$ cat src/rtl/swd_xfer_ctl.sv
// swd_xfer_ctl: sequences one SWD transfer per host command through the line engine,
// re-issuing on WAIT up to a per-command limit and returning the final ack/data.
module swd_xfer_ctl #(
    parameter int RETRY_W = 8
) (
    input  logic               clk,
    input  logic               rst_n,
    input  logic               cmd_valid,
    output logic               cmd_ready,
    input  logic [1:0]         cmd_addr32,
    input  logic               cmd_rnw,
    input  logic               cmd_apndp,
    input  logic [31:0]        cmd_wdata,
    input  logic [RETRY_W-1:0] wait_retries,
    input  logic               abort,
    output logic [1:0]         if_addr32,
    output logic               if_rnw,
    output logic               if_apndp,
    output logic [31:0]        if_dwrite,
    output logic               if_go,
    input  logic               if_idle,
    input  logic [2:0]         if_ack,
    input  logic [31:0]        if_dread,
    input  logic               if_perr,
    output logic               rsp_valid,
    input  logic               rsp_ready,
    output logic [2:0]         rsp_ack,
    output logic [31:0]        rsp_rdata,
    output logic               rsp_perr,
    output logic [RETRY_W-1:0] rsp_retries
);
    typedef enum logic [2:0] {S_IDLE, S_LAUNCH, S_BUSY, S_EVAL, S_RESP} state_t;
    localparam logic [2:0] ACK_OK   = 3'b001;
    localparam logic [2:0] ACK_WAIT = 3'b010;
    state_t             state, state_nx;
    logic [RETRY_W-1:0] limit, retry_cnt;
    logic               abort_req, retry;
    assign rsp_retries = retry_cnt;
    always_ff @(posedge clk or negedge rst_n)
        if (!rst_n) state <= S_IDLE;
        else        state <= state_nx;
    always_comb begin
        state_nx  = state;
        cmd_ready = 1'b0;
        if_go     = 1'b0;
        rsp_valid = 1'b0;
        retry     = if_ack == ACK_WAIT && !abort && !abort_req && retry_cnt < limit;
        case (state)
            S_IDLE: begin
                cmd_ready = 1'b1;
                state_nx  = cmd_valid ? S_LAUNCH : S_IDLE;
            end
            S_LAUNCH: begin
                if_go    = 1'b1;
                state_nx = if_idle ? S_LAUNCH : S_BUSY;
            end
            S_BUSY:  state_nx = if_idle ? S_EVAL : S_BUSY;
            S_EVAL:  state_nx = retry ? S_LAUNCH : S_RESP;
            S_RESP: begin
                rsp_valid = 1'b1;
                state_nx  = rsp_ready ? S_IDLE : S_RESP;
            end
            default: state_nx = S_IDLE;
        endcase
    end
    // abort is latched while a transfer is in flight so a short pulse still ends retrying at S_EVAL
    always_ff @(posedge clk or negedge rst_n)
        if (!rst_n) begin
            if_addr32 <= '0;
            if_rnw    <= 1'b0;
            if_apndp  <= 1'b0;
            if_dwrite <= '0;
            limit     <= '0;
            retry_cnt <= '0;
            abort_req <= 1'b0;
            rsp_ack   <= '0;
            rsp_rdata <= '0;
            rsp_perr  <= 1'b0;
        end else begin
            if (state == S_IDLE && cmd_valid) begin
                if_addr32 <= cmd_addr32;
                if_rnw    <= cmd_rnw;
                if_apndp  <= cmd_apndp;
                if_dwrite <= cmd_wdata;
                limit     <= wait_retries;
                retry_cnt <= '0;
                abort_req <= 1'b0;
            end
            if ((state == S_LAUNCH || state == S_BUSY) && abort) abort_req <= 1'b1;
            if (state == S_EVAL) begin
                rsp_ack   <= if_ack;
                rsp_rdata <= (if_rnw && if_ack == ACK_OK) ? if_dread : 32'h0;
                rsp_perr  <= if_rnw & if_perr;
                if (retry) retry_cnt <= &retry_cnt ? retry_cnt : retry_cnt + 1'b1;
            end
        end
endmodule

$ cat config.mk
export PLATFORM = sky130hd
export DESIGN_NAME = swd_xfer_ctl
export DESIGN_NICKNAME = d
export VERILOG_FILES = /design/src/rtl/swd_xfer_ctl.sv
export SDC_FILE = /design/constraint.sdc
export NUM_CORES = 1
export LEC_CHECK = 0
export BUFFER_PORTS_ARGS = -buffer_cell sky130_fd_sc_hd__buf_4
export CORE_MARGIN = 4
export CORE_UTILIZATION = 47
export DETAILED_ROUTE_END_ITERATION = 8
export GPL_TIMING_DRIVEN = 0
export PLACE_DENSITY = 0.8
export SLEW_MARGIN = 40
export SYNTH_ARGS = -nofsm -noshare
export SYNTH_HDL_FRONTEND = slang
export SYNTH_SLANG_ARGS = --single-unit
$ cat constraint.sdc
create_clock -name clk -period 2.3 [get_ports clk]
set_input_delay 0.345 -clock clk [delete_from_list [all_inputs] [get_ports clk]]
set_output_delay 0.345 -clock clk [all_outputs]
set_load 0.1 [all_outputs]
==> reports/results.tsv, run 1 <==
metric	value	unit
Hold Fails Final Rpt	0	
Post-Synthesis Cells	289	
first-pass GRT wire length	15800	µm
H-tree Lvls	3	
worst path cell trace	ha_1, a211oi_2, o211ai_1, a211o_1, or3_1, a21oi_1	
CP Capture Type	flip-flop	
vias in the first global route	3144	
CTS Buf Count	9	
Final min period	2.22	ns
proportion of layout cells with a drive suffix above 1	52.1	%
Crit Path Class	reg2reg	
CTS root buf	clkbuf_8	
io pins	169	
Critical Path RT	2.59	ns
Die X	97.2	µm
Critical Path Max Stage Delay	0.52	ns
Vias/cell	5.23	
worst hold path type	in2async	
final count of negative-setup-slack endpoints	0	
area delta synth->final	44.8	%
Seq/Total Area, Yosys	61.6	%
Post-Syn Area	0.00374	mm²
initial antenna violation count	0	
DRT iter0 DRCs	76	
Seq cells post-synth	92	
vias post-DR	3014	
Tot GR Track Use	20.7	%
synth unique cells	33	
status	finished, final reports clean	
GPL Wtd Cong	0.785	
placed cell areas	0.00519	mm²
Reg2Reg Launch Point	rsp_retries[7]	
DIE HEIGHT	97.2	µm
Worst R2R End	rsp_retries[0]	
total grt overflow	0	
drt wl/cell	16.4	µm
clk sinks	92	
Worst setup SP type	flip-flop	
FF-to-FF path depth	6	
skew final	0.0111	ns
Residual DRC	0	
initial cell density of the core	48.4	%
Max Cap Viol	0	
Core Area	0.00773	mm²
first drt pass iteration count	4	
clk_lat worst skew	0.35	ns
dpl hpwl	7230	µm
final net count	563	
CTS tree	built	
die area	0.00944	mm²
hold buffers post-CTS	0	
total wire length	9470	µm
final antenna-violating net count	0	
dpl ws	0.0465	ns
Max clock buf depth	2	
WP data arrival	2.51	ns
fin crit share	96.7	%
PnR worst setup slack	0.0762	ns
slowest CP cell	dfrtp_4	
count of buffers from port buffering	168	
Antenna diodes	0	
synth warn	0	
Slew headroom	53.9	%
maximum clock rate	450	MHz
largest net degree at the start of global routing	93	
fin. max-slew vios	0	
row cnt	32	
Mean Syn Cell Area	12.9	µm²
design area	0.00541	mm²
Worst Path Max Fanout	7	
Slew @ Worst Pin	0.691	ns
Mapped Nets	383	
Clk pin slew, worst setup/hold paths	0.09	ns
reg2reg setup slack	0.08	ns
-- metal layers --
| metal | vias up | part of all wire, % | GRT usage (%) |
|---|---|---|---|
| li1 | 1414 | - | - |
| met1 | 1479 | 41 | 25.7 |
| met2 | 106 | 50 | 34.4 |
| met3 | 15 | 6.7 | 5.31 |
| met4 | 0 | 2.0 | 8.42 |
| met5 | - | 0 | 0 |
-- worst max-delay path by stage --
stage	end	slack (ns)	cells past startpoint	start
final	rsp_retries[0]	0.08	6	rsp_retries[7]
after CTS	rsp_retries[0]	0.02	6	rsp_retries[7]
after detailed placement	rsp_retries[0]	0.05	6	rsp_retries[7]
after global placement	rsp_retries[0]	0.11	6	rsp_retries[2]
after floorplan	if_dwrite[10]	0.004	6	state[0]
after global routing	rsp_retries[0]	-0.02	6	rsp_retries[7]
-- logic make-up after synthesis --
family                   Yosys count  share of synthesized area [%]
AO/OA/AOI/OAI                     71                           13.9
adder cells (fa/ha/maj)            8                           2.68
buffers and inverters             29                           3.15
flip-flops                        92                           61.6
multiplexers                      41                           12.3
AND/OR/NAND/NOR                   48                           6.43
-- through the flow --
step	instances	util, %	TNS [ns]	hold WS, ns
floorplan	289	-	0	0.0494
global placement	559	67.1	0	0.468
detailed placement	559	67.1	0	0.473
CTS	575	69.7	0	0.0749
global route	576	70.0	-0.0159	0.0914
finish	576	70.0	0	0.0432
-- flip-flops by register name, summed over array words and instances (netlist names), 2 cells and up --
signal	flops
rsp_ack	3
limit	8
if_addr32	2
if_dwrite	32
state	3
rsp_rdata	32
rsp_retries	8
-- layout make-up --
cell class	count	area, µm²
Buffer	17	98.8
Tap cell	102	128
Fill cell	562	2310
Sequential cell	92	2310
Inverter	12	45.0
Multi-Input combinational cell	168	1350
Timing Repair Buffer	169	1270
Clock inverter	7	73.8
Clock buffer	9	124
-- cells in the final DEF (no fill, tap or decap), types with 2 or more instances in the layout --
cell,count
a21oi_1,10
mux2_2,40
o21ai_0,13
a211oi_2,3
or3_1,2
a31oi_1,3
nand2_1,18
nor2_1,7
a211oi_1,3
clkbuf_1,9
nor4_1,2
clkbuf_8,10
clkinv_2,2
dfrtp_1,86
nand3_1,4
buf_2,3
inv_6,2
buf_4,168
a22o_1,32
inv_1,12
nand4_1,2
buf_6,4
dfrtp_4,2
and3_1,2
ha_1,8
nor3_1,4
dfrtp_2,4
-- Yosys cell counts --
| master | n | area [µm²] |
|---|---|---|
| mux2_2 | 40 | 450 |
| a211oi_2 | 1 | 12.5 |
| a31oi_1 | 3 | 18.8 |
| dfrtp_1 | 92 | 2300 |
| inv_1 | 12 | 45.0 |
| nand2_1 | 18 | 67.6 |
| nor4_2 | 1 | 12.5 |
| o211ai_1 | 1 | 7.51 |
| ha_1 | 8 | 100 |
| nor4_1 | 2 | 12.5 |
| a41oi_1 | 1 | 8.76 |
| nor3_1 | 6 | 30.0 |
| a41o_1 | 1 | 10.0 |
| a211o_1 | 1 | 8.76 |
| o22ai_1 | 1 | 6.26 |
| and2_1 | 1 | 6.26 |
| nor2b_1 | 1 | 6.26 |
| mux2i_1 | 1 | 10.0 |
| nand4_1 | 2 | 12.5 |
| buf_2 | 7 | 35.0 |
| a21oi_1 | 10 | 50.1 |
| nand3_1 | 4 | 20.0 |
| o21ai_0 | 13 | 65.1 |
| nor4b_2 | 1 | 15.0 |
| o31ai_1 | 1 | 7.51 |
| nor2_1 | 7 | 26.3 |
| or3_1 | 2 | 12.5 |
| a22o_1 | 32 | 280 |
| or2_2 | 1 | 6.26 |
| and3_1 | 2 | 12.5 |
| clkbuf_1 | 10 | 37.5 |
| o21ai_1 | 1 | 5.00 |
| a211oi_1 | 5 | 37.5 |
-- worst max-delay path: cells and delay by family, from the launching register on --
family,cells,cell delay [ns]
compound gates,4,0.93
simple gates,1,0.37
flops,1,0.52
fa+ha+maj,1,0.34
-- repair_timing --
action | in CTS | in global routing
buffers inserted | 0 | 1
gates resized for setup | 0 | 3
endpoints found under the setup margin | 0 | 7
Power of run 1 is left out: the tool's default activity adds up to more than one toggle a clock period on the data nets, which glitch-free logic cannot reach.
==> inputs of run 2 (changes only) <==
PLACE_DENSITY = 0.77   (was 0.8)
==> run 2 against run 1 <==
  * Sequential share of layout area is the same
  * Setup slack gained 0.044 ns
  * Cell area unchanged
  * Register-to-register slack gained 0.04 ns
  * Critical path type unchanged
  * Cell count stayed put
  * Hold slack got worse by 0.018 ns
  * First-iteration DRC count rose by 13%
  * Count of clock-buffer cells in the layout increased by 2
  * Die area unchanged
  * Wire length increased by 0.25%
==> reports/results.tsv, run 2 (synthesized netlist as in run 1, its figures left out) <==
metric	value	unit
status	finished, final reports clean	
Worst Path Max Fanout	8	
most frequent cells in the layout	168 x buf_4, 86 x dfrtp_1, 40 x mux2_2	
clk_lat worst skew	0.36	ns
WL met2	4810	µm
count of buffers from port buffering	168	
fin. max-slew vios	0	
GPL Wtd Cong	0.828	
first drt pass iteration count	4	
total grt overflow	0	
M1 WL	3790	µm
Critical Path RT	2.58	ns
CTS root buf	clkbuf_8	
Critical Path Max Stage Delay	0.52	ns
initial cell density of the core	48.4	%
Max Cap Viol	0	
Fillers	569	
Worst setup SP type	flip-flop	
Final min period	2.18	ns
Core Area	0.00773	mm²
H-tree Lvls	3	
Hold Fails Final Rpt	0	
Clk pin slew, worst setup/hold paths	0.09	ns
Antenna diodes	0	
DIE HEIGHT	97.2	µm
final net count	563	
final count of negative-setup-slack endpoints	0	
die area	0.00944	mm²
slowest CP cell	dfrtp_4	
CTS tree	built	
WP data arrival	2.46	ns
largest delay contributor family on the critical path	compound AO/OA/AOI/OAI gates	
worst path cell trace	ha_1, a211oi_2, o21ai_2, a211o_4, or3_1, a21oi_1	
skew final	0.0101	ns
Final Core Density	70.0	%
area delta synth->final	44.8	%
Max clock buf depth	2	
Tot GR Track Use	20.6	%
maximum clock rate	459	MHz
Placed Instances	559	
largest net degree at the start of global routing	93	
final antenna-violating net count	0	
Die X	97.2	µm
row cnt	32	
Top Registers	if_dwrite: 32 flops, rsp_rdata: 32 flops	
clk sinks	92	
first-pass GRT wire length	15700	µm
CP Capture Type	flip-flop	
initial antenna violation count	0	
most common cell after layout, fill and taps aside	buf_4	
top layer in use	met4	
Vias/cell	5.17	
worst hold path type	in2async	
dpl hpwl	7180	µm
proportion of layout cells with a drive suffix above 1	52.3	%
Worst Path Buf+Inv	0	
total wire length	9500	µm
vias in the first global route	3069	
Slew headroom	53.0	%
io pins	169	
Cell Count, Final, Fillers Out	576	
CTS Buf Count	9	
Residual DRC	0	
reg2reg setup slack	0.12	ns
vias post-DR	2977	
DR WL met3	633	µm
fin crit share	94.8	%
Slew @ Worst Pin	0.705	ns
drt wl/cell	16.5	µm
Crit Path Class	reg2reg	
DRT iter0 DRCs	86	
-- run 2: through the flow --
step | area (µm²) | hold WS [ns] | TNS, ns | setup slack (ns)
final | 5410 | 0.0251 | 0 | 0.121
after global placement | 5180 | 0.468 | 0 | 0.106
after CTS | 5380 | 0.0895 | 0 | 0.0440
after floorplan | 3790 | 0.0494 | 0 | 0.00408
after detailed placement | 5190 | 0.474 | 0 | 0.0747
after global routing | 5410 | 0.0896 | -0.00493 | -0.00493
-- run 2: layout make-up --
cell class	instances	area (µm²)	area share (%)
Tap cell	102	128	2.36
Clock buffer	11	131	2.43
Inverter	12	45.0	0.832
Sequential cell	92	2310	42.8
Clock inverter	5	61.3	1.13
Buffer	17	100	1.85
Multi-Input combinational cell	168	1360	25.1
Timing Repair Buffer	169	1270	23.6
-- run 2: repair_timing --
| action | in CTS | in global routing |
|---|---|---|
| hold buffers | 0 | 0 |
| resized for setup | 0 | 6 |
| endpoints found under the setup margin | 0 | 4 |
| buffers inserted | 0 | 1 |
-- run 2: layer usage --
metal  global-route usage [%]  vias to the layer above
met2                     33.8                      114
met1                     26.4                     1424
met4                     8.21                        0
met3                     5.24                       20
met5                        0                        -
li1                         -                     1419
-- run 2: path summary, 6_finish.rpt --
path | cells after the start | end | from
worst min register to register | 2 | rsp_perr | rsp_perr
worst max register to register | 6 | rsp_retries[0] | rsp_retries[2]
min in group clk | 2 | state[2] | rsp_ready
worst max-delay path | 6 | rsp_retries[0] | rsp_retries[2]
max in group asynchronous | 1 | rsp_retries[7] | rst_n
worst min-delay path | 1 | rsp_rdata[30] | rst_n
-- run 2: worst register-to-register path, stage by stage, from the launching register on --
cell and delay, ns:
dfrtp_4 0.52, ha_1 0.33, a211oi_2 0.24, o21ai_2 0.12
a211o_4 0.39, or3_1 0.35, a21oi_1 0.15
Power of run 2 is left out for the same reason.
